**config.mk**
```make
export PLATFORM = sky130hd
export DESIGN_NAME = lrelu_sequencer
export DESIGN_NICKNAME = d
export VERILOG_FILES = /design/src/rtl/lrelu_sequencer.sv
export SDC_FILE = /design/constraint.sdc
export NUM_CORES = 1
export LEC_CHECK = 0
export ABC_CLOCK_PERIOD_IN_PS = 2600
export CAP_MARGIN = 20
export CORE_MARGIN = 2
export CORE_UTILIZATION = 38
export DETAILED_ROUTE_END_ITERATION = 10
export PLACE_DENSITY = 0.72
export REMOVE_ABC_BUFFERS = 1
export SLEW_MARGIN = 20
export SYNTH_ARGS = -nofsm -noshare
export SYNTH_HDL_FRONTEND = slang
export SYNTH_SLANG_ARGS = --single-unit
```
**constraint.sdc**
```tcl
create_clock -name clk -period 2.6 [get_ports clk]
set_input_delay 0.26 -clock clk [delete_from_list [all_inputs] [get_ports clk]]
set_output_delay 0.26 -clock clk [all_outputs]
set_load 0.005 [all_outputs]
```
**src/rtl/lrelu_sequencer.sv**
```systemverilog
// Streams a vector from the unified buffer through one leaky-ReLU lane and
// writes the results back, with a fixed two-cycle read-to-write pipeline.
module lrelu_sequencer #(
    parameter int ADDR_W = 8,
    parameter int LEN_W  = 8,
    parameter int DATA_W = 16
) (
    input  logic              clk,
    input  logic              rst,
    input  logic              cfg_we,
    input  logic [DATA_W-1:0] cfg_leak,
    input  logic              start,
    input  logic [ADDR_W-1:0] src_base,
    input  logic [ADDR_W-1:0] dst_base,
    input  logic [LEN_W-1:0]  len,
    output logic              busy,
    output logic              done,
    output logic              rd_en,
    output logic [ADDR_W-1:0] rd_addr,
    input  logic [DATA_W-1:0] rd_data,
    output logic [DATA_W-1:0] lr_in,
    output logic [DATA_W-1:0] lr_leak,
    input  logic [DATA_W-1:0] lr_out,
    output logic              wr_en,
    output logic [ADDR_W-1:0] wr_addr,
    output logic [DATA_W-1:0] wr_data
);

    typedef enum logic [1:0] {
        IDLE,
        ISSUE,
        DRAIN,
        DONE
    } state_t;

    state_t             state;
    state_t             stateNext;
    logic [LEN_W-1:0]   lenReg;
    logic [LEN_W-1:0]   issued;
    logic [ADDR_W-1:0]  dstPtr;
    logic               stage1Valid;
    logic               accept;

    assign accept  = (state == IDLE) && start;
    assign wr_data = lr_out;

    always_ff @(posedge clk or posedge rst) begin
        if (rst) begin
            state <= IDLE;
        end else begin
            state <= stateNext;
        end
    end

    // issued counts reads already launched, so it equals lenReg in the last ISSUE cycle
    always_comb begin
        stateNext = state;
        case (state)
            IDLE: begin
                if (start) begin
                    stateNext = (len == '0) ? DONE : ISSUE;
                end
            end
            ISSUE: begin
                if (issued == lenReg) begin
                    stateNext = DRAIN;
                end
            end
            DRAIN: begin
                if (!stage1Valid) begin
                    stateNext = DONE;
                end
            end
            DONE: begin
                stateNext = IDLE;
            end
            default: begin
                stateNext = IDLE;
            end
        endcase
    end

    always_ff @(posedge clk or posedge rst) begin
        if (rst) begin
            busy    <= 1'b0;
            done    <= 1'b0;
            rd_en   <= 1'b0;
            rd_addr <= '0;
            lenReg  <= '0;
            issued  <= '0;
        end else begin
            busy  <= (stateNext != IDLE);
            done  <= (stateNext == DONE);
            rd_en <= (stateNext == ISSUE);
            if (accept) begin
                rd_addr <= src_base;
                lenReg  <= len;
                issued  <= LEN_W'(1);
            end else if (state == ISSUE && stateNext == ISSUE) begin
                rd_addr <= rd_addr + ADDR_W'(1);
                issued  <= issued + LEN_W'(1);
            end
        end
    end

    // Write side trails the read side by two cycles; dstPtr walks the destination range
    always_ff @(posedge clk or posedge rst) begin
        if (rst) begin
            stage1Valid <= 1'b0;
            lr_in       <= '0;
            wr_en       <= 1'b0;
            wr_addr     <= '0;
            dstPtr      <= '0;
        end else begin
            stage1Valid <= rd_en;
            wr_en       <= stage1Valid;
            if (rd_en) begin
                lr_in <= rd_data;
            end
            if (accept) begin
                dstPtr <= dst_base;
            end else if (stage1Valid) begin
                wr_addr <= dstPtr;
                dstPtr  <= dstPtr + ADDR_W'(1);
            end
        end
    end

    always_ff @(posedge clk or posedge rst) begin
        if (rst) begin
            lr_leak <= '0;
        end else if (state == IDLE && cfg_we) begin
            lr_leak <= cfg_leak;
        end
    end

endmodule

```
==> qor.log, run 1 <==
INFO  cells_and_area area_growth_syn_to_layout=38.8%
INFO  sta            highest_achievable_clock_rate=0.511GHz
INFO  yosys          seq_area_frac_synth=0.553
INFO  floorplan      chipWidth=101um
INFO  flow_run       drv_cap=0
INFO  sta            final_min_period_over_clock_period=0.753
INFO  power          post_layout_total_power=0.00545W
INFO  detailed_routing detailroute.via_count=2566
INFO  yosys          yosys.cell_types.count=32
INFO  critical_path  r2r-start=issued[5]
INFO  yosys          syn-mean-instance-area=11.6um^2
INFO  yosys          synth_enable_flop_cells=0
INFO  cts            ctsLongestPathBuffers=2
INFO  cts            clock_pin_transition_on_the_worst_setup_and_hold_timing_paths=90ps
INFO  yosys          yosys_warnings=0
INFO  hold_path      min-delay-path-class=in2async
INFO  detailed_routing viasPerCell=4.90
INFO  cts            cts.sinks=79
INFO  critical_path  crit_path_cell_trace=xor2_1, nor4_4, a21oi_4, and4_4, mux2i_1
INFO  yosys          syn_area=3570um^2
INFO  critical_path  critical-path-slowest-cell=sky130_fd_sc_hd__nor4_4
INFO  detailed_routing dr_pass1_iterations=4
INFO  yosys          synthXorXnorAreaFrac=0.0588
INFO  yosys          yosys.area.top_type_share=0.553
INFO  grt            largest_net_degree_at_the_start_of_global_routing=48
INFO  yosys          synth_top_family_by_area=multiplexers
INFO  cts            clk_root_buffer_cell=sky130_fd_sc_hd__clkbuf_8
INFO  yosys          yosys.area_share.adder=0.0105
INFO  yosys          synth_compound_gate_area_share=0.0525
INFO  yosys          synth.top_cells.by_area=sky130_fd_sc_hd__dfrtp_1 55%, sky130_fd_sc_hd__mux2_2 13%, sky130_fd_sc_hd__nand2_1 6.1%
INFO  critical_path  nature_of_the_critical_path_startpoint=flip-flop
INFO  cells_and_area final_cell_mix=111 x sky130_fd_sc_hd__clkdlybuf4s50_1, 79 x sky130_fd_sc_hd__dfrtp_1, 58 x sky130_fd_sc_hd__nand2_1, 41 x sky130_fd_sc_hd__mux2_2, 14 x sky130_fd_sc_hd__xor2_1
INFO  placed_design  routabilityCongestion=0.739
INFO  sta            worstMarginPinSlew=622ps
INFO  floorplan      core.rowCount=35
INFO  sta            rsz0062_at_grt=false
INFO  detailed_routing route.detailed.wl_per_inst=15.4um
INFO  critical_path  critical_path_fanouts_max=10
INFO  yosys          fraction_of_registers_with_async_set_reset=1.00
INFO  cts            cts.hold.buffers_added=0
INFO  grt            grt_pass1_wl=13200um
INFO  yosys          synthSimpleGateAreaFrac=0.128
INFO  cts            worstSkewPairLatency=350ps
INFO  detailed_routing ant_nets=0
INFO  floorplan      die_height=101um
INFO  floorplan      design.portCount=144
INFO  floorplan      core=9200um^2
INFO  cts            cts_tree=done
INFO  grt            grt_pass1_vias=2703
INFO  cts            h_tree_depth_reported_by_cts=3
INFO  sta            final_critical_path_time_including_i_o_delays_and_setup=1960ps
INFO  grt            global_route.usage.met3=0.0645
INFO  cts            post_cts.resized_instances=0
INFO  yosys          synth.area.mux_share=0.149
INFO  sta            timing.final.hold_violations=0
INFO  sta            worst_slew_margin_relative_to_its_limit=0.582
INFO  grt            grt.busiest_layer=met2
INFO  yosys          ffs_latches_synth=79
INFO  cells_and_area antenna-diode-count=0
INFO  yosys          largest_area_contributor_in_the_synthesized_netlist=sky130_fd_sc_hd__dfrtp_1
INFO  critical_path  critical_path.startpoint=issued[5]
INFO  power          areal_power_density_over_the_cells=1100nW/um^2
INFO  critical_path  critPathCaptureType=flip-flop
INFO  grt            grt_antenna_before_repair=0
INFO  detailed_routing route.detailed.drc=0
INFO  critical_path  timing.critical_path.slowest_cell_delay=620ps
INFO  critical_path  criticalPathCategory=reg2reg
INFO  cts            numCtsBuffers=9
INFO  placed_design  hpwlAfterDp=5890um
INFO  critical_path  timing.critical_path.required=2830ps
INFO  grt            globalRoute.totalOverflow=0
INFO  detailed_routing wirelength_routed=8060um
INFO  cells_and_area drive_gt1_frac=0.165
INFO  cts            post_cts_buffers=0
INFO  floorplan      floorplan.initialDensity=0.389
INFO  floorplan      die_outline_area=10200um^2
INFO  sta            fin_setup_tns=0ps
INFO  sta            setup_violations=0
INFO  detailed_routing drt-initial-drc-count=108
INFO  power          vdd_ir_drop_max=0.499mV
INFO  cells_and_area final_common_cell=sky130_fd_sc_hd__clkdlybuf4s50_1
INFO  sta            timing.clock.skew=10.4ps
INFO  grt            track_usage=0.167
INFO  grt            met2_global_route_usage=0.263
INFO  grt            gr-usage-met1=0.204
INFO  status         result_of_the_run=completed
INFO  power          static-leakage-power=2.08nW
INFO  yosys          synthesis.instances=309
INFO  placed_design  placement.io_buffers=111
INFO  critical_path  crit_arrival=2190ps
INFO  cells_and_area final_net_count=487
INFO  sta            final_max_slew_viol_count=0
INFO  yosys          synth_ff_type=sky130_fd_sc_hd__dfrtp_1
path summary, 6_finish.rpt:
path,to,depth (start not counted),slack [ps]
setup reg to reg,issued[4],5,640
setup / recovery,issued[4],5,640
max in group asynchronous,lr_leak[2],3,1690
hold / removal,lr_in[5],2,280
hold reg to reg,lenReg[3],2,500
min in group clk,lenReg[7],3,450
layout make-up:
| type | count | area [um^2] |
|---|---|---|
| clock inverters | 5 | 106 |
| flip-flops and latches | 79 | 1980 |
| multi-input cells | 201 | 1430 |
| well taps | 111 | 139 |
| clock buffers | 11 | 131 |
| inverters | 1 | 5.00 |
| repair buffers | 116 | 1170 |
| fillers | 815 | 4240 |
cell families after synthesis:
logic type,count (synthesis)
fa+ha+maj,3
xor+xnor,24
mux,48
compound gates,31
simple gates,95
flops,79
buf+inv,29
state kept, by name, indices dropped and copies added (netlist names), 2 cells and up:
| register | count |
|---|---|
| lr_in | 16 |
| lr_leak | 16 |
| dstPtr | 8 |
| issued | 8 |
| lenReg | 8 |
| rd_addr | 8 |
| wr_addr | 8 |
| state | 2 |
power by group:
part           internal [W]  switching [W]
Combinational       0.00131       0.000849
Clock              0.000641       0.000452
Sequential          0.00175       0.000447
Total               0.00370        0.00175
stage by stage:
step	instance area [um^2]	hold WS [ps]	util	instances	setup slack (ps)
3_5_place_dp	4720	485	0.514	508	644
3_3_place_gp	4720	480	0.514	508	665
2_1_floorplan	3410	365	-	281	317
4_1_cts	4960	292	0.539	524	629
6_report	4960	283	0.539	524	643
5_1_grt	4960	321	0.539	524	520
synth_stat cells, types with 2 or more instances:
cell,n
sky130_fd_sc_hd__dfrtp_1,79
sky130_fd_sc_hd__nand2_1,58
sky130_fd_sc_hd__mux2_2,41
sky130_fd_sc_hd__buf_4,16
sky130_fd_sc_hd__xor2_1,14
sky130_fd_sc_hd__nor2_1,13
sky130_fd_sc_hd__o21ai_0,12
sky130_fd_sc_hd__a21oi_1,10
sky130_fd_sc_hd__clkbuf_1,10
sky130_fd_sc_hd__xnor2_1,10
sky130_fd_sc_hd__mux2i_1,7
sky130_fd_sc_hd__nand4_1,5
sky130_fd_sc_hd__a211oi_1,4
sky130_fd_sc_hd__nor2b_1,4
sky130_fd_sc_hd__ha_1,3
sky130_fd_sc_hd__nor3_1,3
sky130_fd_sc_hd__and3_1,2
sky130_fd_sc_hd__buf_2,2
sky130_fd_sc_hd__nand2b_1,2
sky130_fd_sc_hd__nor4_4,2
critical path, delay by kind of cell, from the launching register on:
kind	cells	cell delay, ps
multiplexers	1	110
XOR/XNOR	1	190
AND/OR/NAND/NOR	2	870
AO/OA/AOI/OAI	1	220
flip-flops	1	440
routing by layer:
layer | routed length [um] | part of all wire
met1 | 3410 | 0.42
met2 | 3860 | 0.48
met3 | 668 | 0.083
met4 | 124 | 0.015
met5 | 0 | 0
No activity file was read; power rests on OpenSTA's default activity.
==> inputs of run 2 (changes only) <==
ABC_CLOCK_PERIOD_IN_PS = 1700   (was 2600)
PLACE_DENSITY = 0.75   (was 0.72)
clock period = 1.7 ns   (was 2.6 ns; I/O delays follow)
==> run 2 against run 1 <==
Effect of this change: the flow now finishes with violations (negative setup slack); core utilization rose by 2.9 points; routed wire length rose by 4.6%; die area did not move; first-iteration DRC count rose by 10%; clock-buffer cell count did not move; final cell count up 4.0%; sequential share of layout area down 2.0 points; flip-flop and latch count unchanged; clock skew grew 1.2 ps; register-to-register slack worse by 660 ps; worst setup slack got worse by 660 ps; critical path depth increased by 2; critical path type unchanged.
==> qor.log, run 2 (synthesis gave the netlist of run 1 again) <==
INFO  status         result_of_the_run=complete, but fails checks
INFO  status         failed_checks=negative setup slack
INFO  cts            ctsLongestPathBuffers=2
INFO  floorplan      core=9200um^2
INFO  floorplan      die_height=101um
INFO  sta            worstMarginPinSlew=415ps
INFO  placed_design  placement.io_buffers=111
INFO  cts            clock_pin_transition_on_the_worst_setup_and_hold_timing_paths=90ps
INFO  critical_path  nature_of_the_critical_path_startpoint=flip-flop
INFO  power          seqPwrFrac=0.372
INFO  cts            cts_tree=done
INFO  sta            final_critical_path_time_including_i_o_delays_and_setup=1720ps
INFO  sta            worst_slew_margin_relative_to_its_limit=0.724
INFO  power          static-leakage-power=2.25nW
INFO  grt            grt_pass1_vias=2768
INFO  critical_path  crit-reg2reg-capture=issued[2]
INFO  sta            timing.final.hold_violations=0
INFO  power          p_int=0.00608W
INFO  cts            numCtsBuffers=9
INFO  cells_and_area layout.cells.non_filler=545
INFO  grt            grt_pass1_wl=13400um
INFO  power          share_clk_of_total_power=0.195
INFO  sta            highest_achievable_clock_rate=0.581GHz
INFO  detailed_routing drt-initial-drc-count=119
INFO  sta            final_max_slew_viol_count=0
INFO  power          comb_power_share=0.433
INFO  floorplan      design.portCount=144
INFO  cts            cts.hold.buffers_added=0
INFO  power          vdd_ir_drop_max=0.716mV
INFO  cells_and_area antenna-diode-count=0
INFO  sta            final_min_period_over_clock_period=1.01
INFO  critical_path  critical_path.startpoint=issued[4]
INFO  sta            worst_hold_slack=233ps
INFO  cts            worstSkewPairLatency=350ps
INFO  grt            grt_antenna_before_repair=0
INFO  detailed_routing dr_pass1_iterations=6
INFO  cells_and_area fillCellCount=779
INFO  power          p_switching=0.00284W
INFO  critical_path  timing.critical_path.required=1970ps
INFO  sta            postLayoutSetupSlackWorst=-21.0ps
INFO  critical_path  r2r-start=issued[4]
INFO  cells_and_area final_common_cell=sky130_fd_sc_hd__clkdlybuf4s50_1
INFO  sta            setup_violations=2
INFO  detailed_routing detailroute.via_count=2691
INFO  placed_design  post-place-ws=-18.0ps
INFO  cells_and_area final_cell_mix=111 x sky130_fd_sc_hd__clkdlybuf4s50_1, 77 x sky130_fd_sc_hd__dfrtp_1, 54 x sky130_fd_sc_hd__nand2_1, 41 x sky130_fd_sc_hd__mux2_2, 21 x sky130_fd_sc_hd__buf_4
INFO  sta            rsz0062_at_grt=true
INFO  grt            globalRoute.totalOverflow=0
INFO  critical_path  reg2reg_slack=-20ps
INFO  critical_path  r2r.worst_path.cells=7
INFO  critical_path  critical_path_fanouts_max=7
INFO  floorplan      die_outline_area=10200um^2
INFO  critical_path  crit_arrival=2000ps
INFO  floorplan      core.rowCount=35
INFO  detailed_routing route.detailed.drc=0
INFO  detailed_routing wirelength_routed=8430um
INFO  critical_path  timing.critical_path.to=issued[2]
INFO  floorplan      floorplan.initialDensity=0.389
INFO  cells_and_area final_net_count=508
INFO  grt            largest_net_degree_at_the_start_of_global_routing=80
INFO  power          sw_frac_of_total=0.319
INFO  placed_design  routabilityCongestion=0.849
INFO  cts            cts.sinks=79
INFO  cts            h_tree_depth_reported_by_cts=3
INFO  grt            track_usage=0.170
INFO  cells_and_area area_growth_syn_to_layout=46.3%
INFO  cts            clk_root_buffer_cell=sky130_fd_sc_hd__clkbuf_8
INFO  detailed_routing viasPerCell=4.94
INFO  sta            timing.clock.skew=11.6ps
INFO  power          areal_power_density_over_the_cells=1710nW/um^2
INFO  placed_design  placed_cells_incl_taps=525
INFO  floorplan      chipWidth=101um
INFO  detailed_routing route.detailed.wl_per_inst=15.5um
INFO  cells_and_area drive_gt1_frac=0.240
INFO  detailed_routing ant_nets=0
INFO  cells_and_area reg_top3=lr_in (16), lr_leak (16)
INFO  placed_design  hpwlAfterDp=5950um
INFO  critical_path  critPathCaptureType=flip-flop
INFO  flow_run       drv_cap=0
INFO  critical_path  criticalPathCategory=reg2reg
INFO  hold_path      min-delay-path-class=in2async
==> run 2: worst max-delay path, cell delays in order (launching register included) <==
cell                      delay, ps
sky130_fd_sc_hd__dfrtp_2        450
sky130_fd_sc_hd__xor2_2         200
sky130_fd_sc_hd__nor4_4         270
sky130_fd_sc_hd__buf_4          180
sky130_fd_sc_hd__a21oi_4        100
sky130_fd_sc_hd__buf_12         170
sky130_fd_sc_hd__nand2_4         60
sky130_fd_sc_hd__mux2i_1        200
==> run 2: layout make-up <==
class | count | area, um^2 | area share
Tap cell | 111 | 139 | 0.0266
Sequential cell | 79 | 1980 | 0.378
Inverter | 1 | 5.00 | 0.000957
Clock inverter | 5 | 104 | 0.0199
Multi-Input combinational cell | 201 | 1500 | 0.287
Timing Repair Buffer | 137 | 1350 | 0.258
Clock buffer | 11 | 151 | 0.0289
==> run 2: layer usage <==
layer,share of wire,GRT usage,routed length [um]
met5,0,0.0256,0
met4,0.014,0.0696,118
met3,0.088,0.0666,746
met2,0.49,0.271,4150
met1,0.41,0.206,3420
==> run 2: worst min-delay path by stage <==
stage / endpoint / start / cells after the start / slack [ps]
detailed placement: wr_data[5] / lr_out[5] / 0 / 340
finish: rd_en / rst / 3 / 230
CTS: lr_leak[6] / rst / 3 / 250
global route: lr_in[8] / rst / 3 / 280
global placement: wr_data[5] / lr_out[5] / 0 / 340
floorplan: lenReg[0] / len[0] / 2 / 280
==> run 2: power by group through the flow <==
| stage | Sequential (W) | Clock, W | Combinational, W |
|---|---|---|---|
| after global routing | 0.00342 | 0.00186 | 0.00422 |
| final | 0.00332 | 0.00174 | 0.00387 |
| after CTS | 0.00331 | 0.00179 | 0.00362 |
| after global placement | 0.00330 | 0 | 0.00350 |
| after detailed placement | 0.00333 | 0 | 0.00360 |
| after floorplan | 0.00330 | 0 | 0.00172 |
==> run 2: per-stage QoR <==
step,util,total power (W),area [um^2],TNS (ps)
floorplan,-,0.00502,3410,-49250
global placement,0.527,0.00680,4850,0
detailed placement,0.527,0.00693,4850,-34.4
CTS,0.555,0.00871,5110,0
global route,0.569,0.00950,5230,-588
finish,0.569,0.00892,5230,-23.3
==> run 2: timing repair <==
action,CTS,global route
pin swaps,2,11
buffers inserted,0,4
gates resized for setup,1,21
setup endpoints to repair,3,10
==> inputs of run 3 (changes only) <==
ABC_AREA = 1   (was default)
MAX_ROUTING_LAYER = met4   (was default)
PLACE_DENSITY = 0.73   (was 0.75)
==> run 3 against run 2 <==
Effect of this change: sequential power hardly changed; flip-flop and latch count stayed put; die area is 6.1% higher; final cell count is 19% higher; clock-buffer cell count is 1 higher; largest power group unchanged; the flow now finishes without violations; area after synthesis is 6.4% higher; register-to-register slack better by 160 ps; routed wire length is 11% higher; cell area is 0.62% higher; combinational power is 13% lower; via count is 17% higher; global-route usage is 1.5 points higher.
==> qor.log, run 3 <==
INFO  critical_path  crit_arrival=1420ps
INFO  critical_path  crit-reg2reg-capture=rd_addr[1]
INFO  grt            grt_pass1_wl=15700um
INFO  cts            worstSkewPairLatency=350ps
INFO  cells_and_area area_growth_syn_to_layout=38.4%
INFO  yosys          synth_enable_flop_cells=0
INFO  cts            clk_root_buffer_cell=sky130_fd_sc_hd__clkbuf_8
INFO  yosys          yosys.cell_types.count=30
INFO  yosys          synthXorXnorAreaFrac=0.0253
INFO  yosys          yosys.area_share.adder=0.00987
INFO  sta            timing.clock.skew=8.90ps
INFO  cts            ctsLongestPathBuffers=2
INFO  sta            fin_setup_tns=0ps
INFO  critical_path  nature_of_the_critical_path_startpoint=flip-flop
INFO  critical_path  critical_path.startpoint=rd_en
INFO  cts            cts_tree=done
INFO  sta            final_min_period_over_clock_period=0.934
INFO  floorplan      core.rowCount=36
INFO  grt            track_usage=0.186
INFO  placed_design  placement.io_buffers=111
INFO  yosys          synthesis.instances=406
INFO  yosys          synth.most_common_cell=sky130_fd_sc_hd__nand2_1
INFO  yosys          synth_compound_gate_area_share=0.0477
INFO  sta            rsz0062_at_grt=false
INFO  yosys          synth_top_family_by_area=simple AND/OR/NAND/NOR gates
INFO  yosys          largest_area_contributor_in_the_synthesized_netlist=sky130_fd_sc_hd__dfrtp_1
INFO  floorplan      floorplan.initialDensity=0.391
INFO  yosys          ffs_latches_synth=79
INFO  critical_path  r2r.worst_path.cells=8
INFO  placed_design  routabilityCongestion=0.862
INFO  floorplan      design.portCount=144
INFO  critical_path  reg2reg_slack=140ps
INFO  status         result_of_the_run=completed
INFO  floorplan      chipWidth=104um
INFO  cells_and_area final_common_cell=sky130_fd_sc_hd__clkdlybuf4s50_1
INFO  placed_design  hpwlAfterDp=6820um
INFO  detailed_routing drt-initial-drc-count=201
INFO  grt            globalRoute.totalOverflow=0
INFO  yosys          fraction_of_registers_with_async_set_reset=1.00
INFO  detailed_routing dr_pass1_iterations=5
INFO  power          static-leakage-power=2.46nW
INFO  critical_path  worstPathBufferInverterCount=1
INFO  power          vdd_ir_drop_max=0.543mV
INFO  detailed_routing ant_nets=0
INFO  sta            timing.final.hold_violations=0
INFO  cts            clock_pin_transition_on_the_worst_setup_and_hold_timing_paths=80ps
INFO  grt            largest_net_degree_at_the_start_of_global_routing=41
INFO  detailed_routing wirelength_routed=9360um
INFO  cells_and_area fillCellCount=922
INFO  detailed_routing detailroute.via_count=3137
INFO  critical_path  timing.critical_path.slowest_cell_delay=570ps
INFO  sta            worst_slew_margin_relative_to_its_limit=0.740
INFO  sta            final_critical_path_time_including_i_o_delays_and_setup=1590ps
INFO  cts            cts.hold.buffers_added=0
INFO  detailed_routing route.detailed.drc=0
INFO  cells_and_area reg_top3=lr_in (16), lr_leak (16)
INFO  hold_path      min-delay-path-class=in2async
INFO  critical_path  timing.critical_path.required=1530ps
INFO  yosys          yosys.area.top_type_share=0.520
INFO  placed_design  placed_cell_area=4980um^2
INFO  yosys          yosys_warnings=0
INFO  floorplan      core=9730um^2
INFO  critical_path  criticalPathCategory=reg2out
INFO  critical_path  critPathCaptureType=primary output
INFO  grt            grt_antenna_before_repair=0
INFO  yosys          seq_area_frac_synth=0.520
INFO  sta            worstMarginPinSlew=389ps
INFO  cts            post_cts.resized_instances=0
INFO  cts            cts.sinks=79
INFO  detailed_routing viasPerCell=4.83
INFO  cells_and_area drive_gt1_frac=0.138
INFO  cells_and_area final_net_count=590
INFO  power          areal_power_density_over_the_cells=1610nW/um^2
INFO  yosys          synth_ff_type=sky130_fd_sc_hd__dfrtp_1
INFO  critical_path  path_delay_family=buffers and inverters
INFO  cells_and_area final_cell_area=5260um^2
INFO  cts            h_tree_depth_reported_by_cts=3
INFO  critical_path  r2r-start=issued[2]
INFO  detailed_routing route.detailed.wl_per_inst=14.4um
INFO  cts            numCtsBuffers=9
INFO  critical_path  critical-path-slowest-cell=sky130_fd_sc_hd__clkdlybuf4s50_1
INFO  sta            setup_violations=0
INFO  grt            grt_pass1_vias=3086
INFO  sta            worst_hold_slack=47.3ps
INFO  yosys          syn_area=3800um^2
INFO  critical_path  critical_path_fanouts_max=7
INFO  cts            post_cts_buffers=0
INFO  yosys          synth.top_cells.by_area=sky130_fd_sc_hd__dfrtp_1 52%, sky130_fd_sc_hd__nand2_1 9.9%, sky130_fd_sc_hd__mux2_2 9.5%
INFO  yosys          syn-mean-instance-area=9.37um^2
INFO  cells_and_area final_cell_mix=111 x sky130_fd_sc_hd__clkdlybuf4s50_1, 100 x sky130_fd_sc_hd__nand2_1, 79 x sky130_fd_sc_hd__dfrtp_1, 35 x sky130_fd_sc_hd__inv_1, 35 x sky130_fd_sc_hd__nand3_1
INFO  cells_and_area antenna-diode-count=0
INFO  critical_path  timing.critical_path.to=rd_en
INFO  yosys          netlist_top_cells_count=100 x sky130_fd_sc_hd__nand2_1, 79 x sky130_fd_sc_hd__dfrtp_1, 36 x sky130_fd_sc_hd__inv_1, 35 x sky130_fd_sc_hd__nand3_1, 32 x sky130_fd_sc_hd__mux2_2
INFO  sta            final_max_slew_viol_count=0
INFO  floorplan      die_height=104um
INFO  yosys          synth.area.mux_share=0.0947
INFO  critical_path  path_depth=1
INFO  yosys          synthSimpleGateAreaFrac=0.211
INFO  flow_run       drv_cap=0
INFO  critical_path  crit_path_cell_trace=clkdlybuf4s50_1
INFO  sta            highest_achievable_clock_rate=0.630GHz
INFO  floorplan      die_outline_area=10800um^2
## run 3: changes by cell type in the layout (fill, tap and decap cells not counted), moves of 7 or more
cell,change
sky130_fd_sc_hd__nand3_1,+34
sky130_fd_sc_hd__buf_4,-10
sky130_fd_sc_hd__nand2_1,+46
sky130_fd_sc_hd__mux2i_1,-7
sky130_fd_sc_hd__o21ai_0,+12
sky130_fd_sc_hd__nor2_1,+16
sky130_fd_sc_hd__mux2_2,-9
sky130_fd_sc_hd__inv_1,+35
## run 3: layout make-up
class / instances / area, um^2 / share of cell area
repair buffers: 124 / 1230 / 0.234
inverters: 37 / 143 / 0.0271
flip-flops and latches: 79 / 1980 / 0.376
well taps: 133 / 166 / 0.0316
clock inverters: 4 / 98.8 / 0.0188
clock buffers: 12 / 165 / 0.0314
multi-input cells: 260 / 1480 / 0.281
## run 3: worst min-delay path by stage
stage,slack [ps],start,endpoint,depth (start not counted)
detailed placement,340,lr_out[0],wr_data[0],0
CTS,40,rst,done,2
finish,50,rst,done,2
global route,50,rst,done,2
floorplan,290,dst_base[0],dstPtr[0],2
global placement,340,lr_out[0],wr_data[0],0
## run 3: cells by family (layout without fill, tap and decap cells)
family          count (synthesis)  count (layout)
mux                            32              32
simple gates                  181             181
xor+xnor                       11              11
flops                          79              79
compound gates                 33              33
buf+inv                        67             177
fa+ha+maj                       3               3
## run 3: layer usage
metal	GRT usage	share of wire	vias to the layer above
met1	0.231	0.43	1498
met2	0.282	0.49	110
met3	0.0570	0.059	21
met4	0.0753	0.027	0
met5	-	0	-
li1	-	-	1508
## run 3: through the flow
step / total power (W) / util / setup slack, ps / cells
after floorplan: 0.00502 / - / -493 / 376
after global placement: 0.00653 / 0.512 / 180 / 631
after detailed placement: 0.00668 / 0.512 / 133 / 631
after CTS: 0.00854 / 0.539 / 72.7 / 647
after global routing: 0.00915 / 0.541 / 12.9 / 649
final: 0.00847 / 0.541 / 113 / 649
## run 3: report_power, final
group          switching, W  internal (W)
Sequential         0.000645       0.00264
Clock              0.000704       0.00110
Combinational       0.00150       0.00188
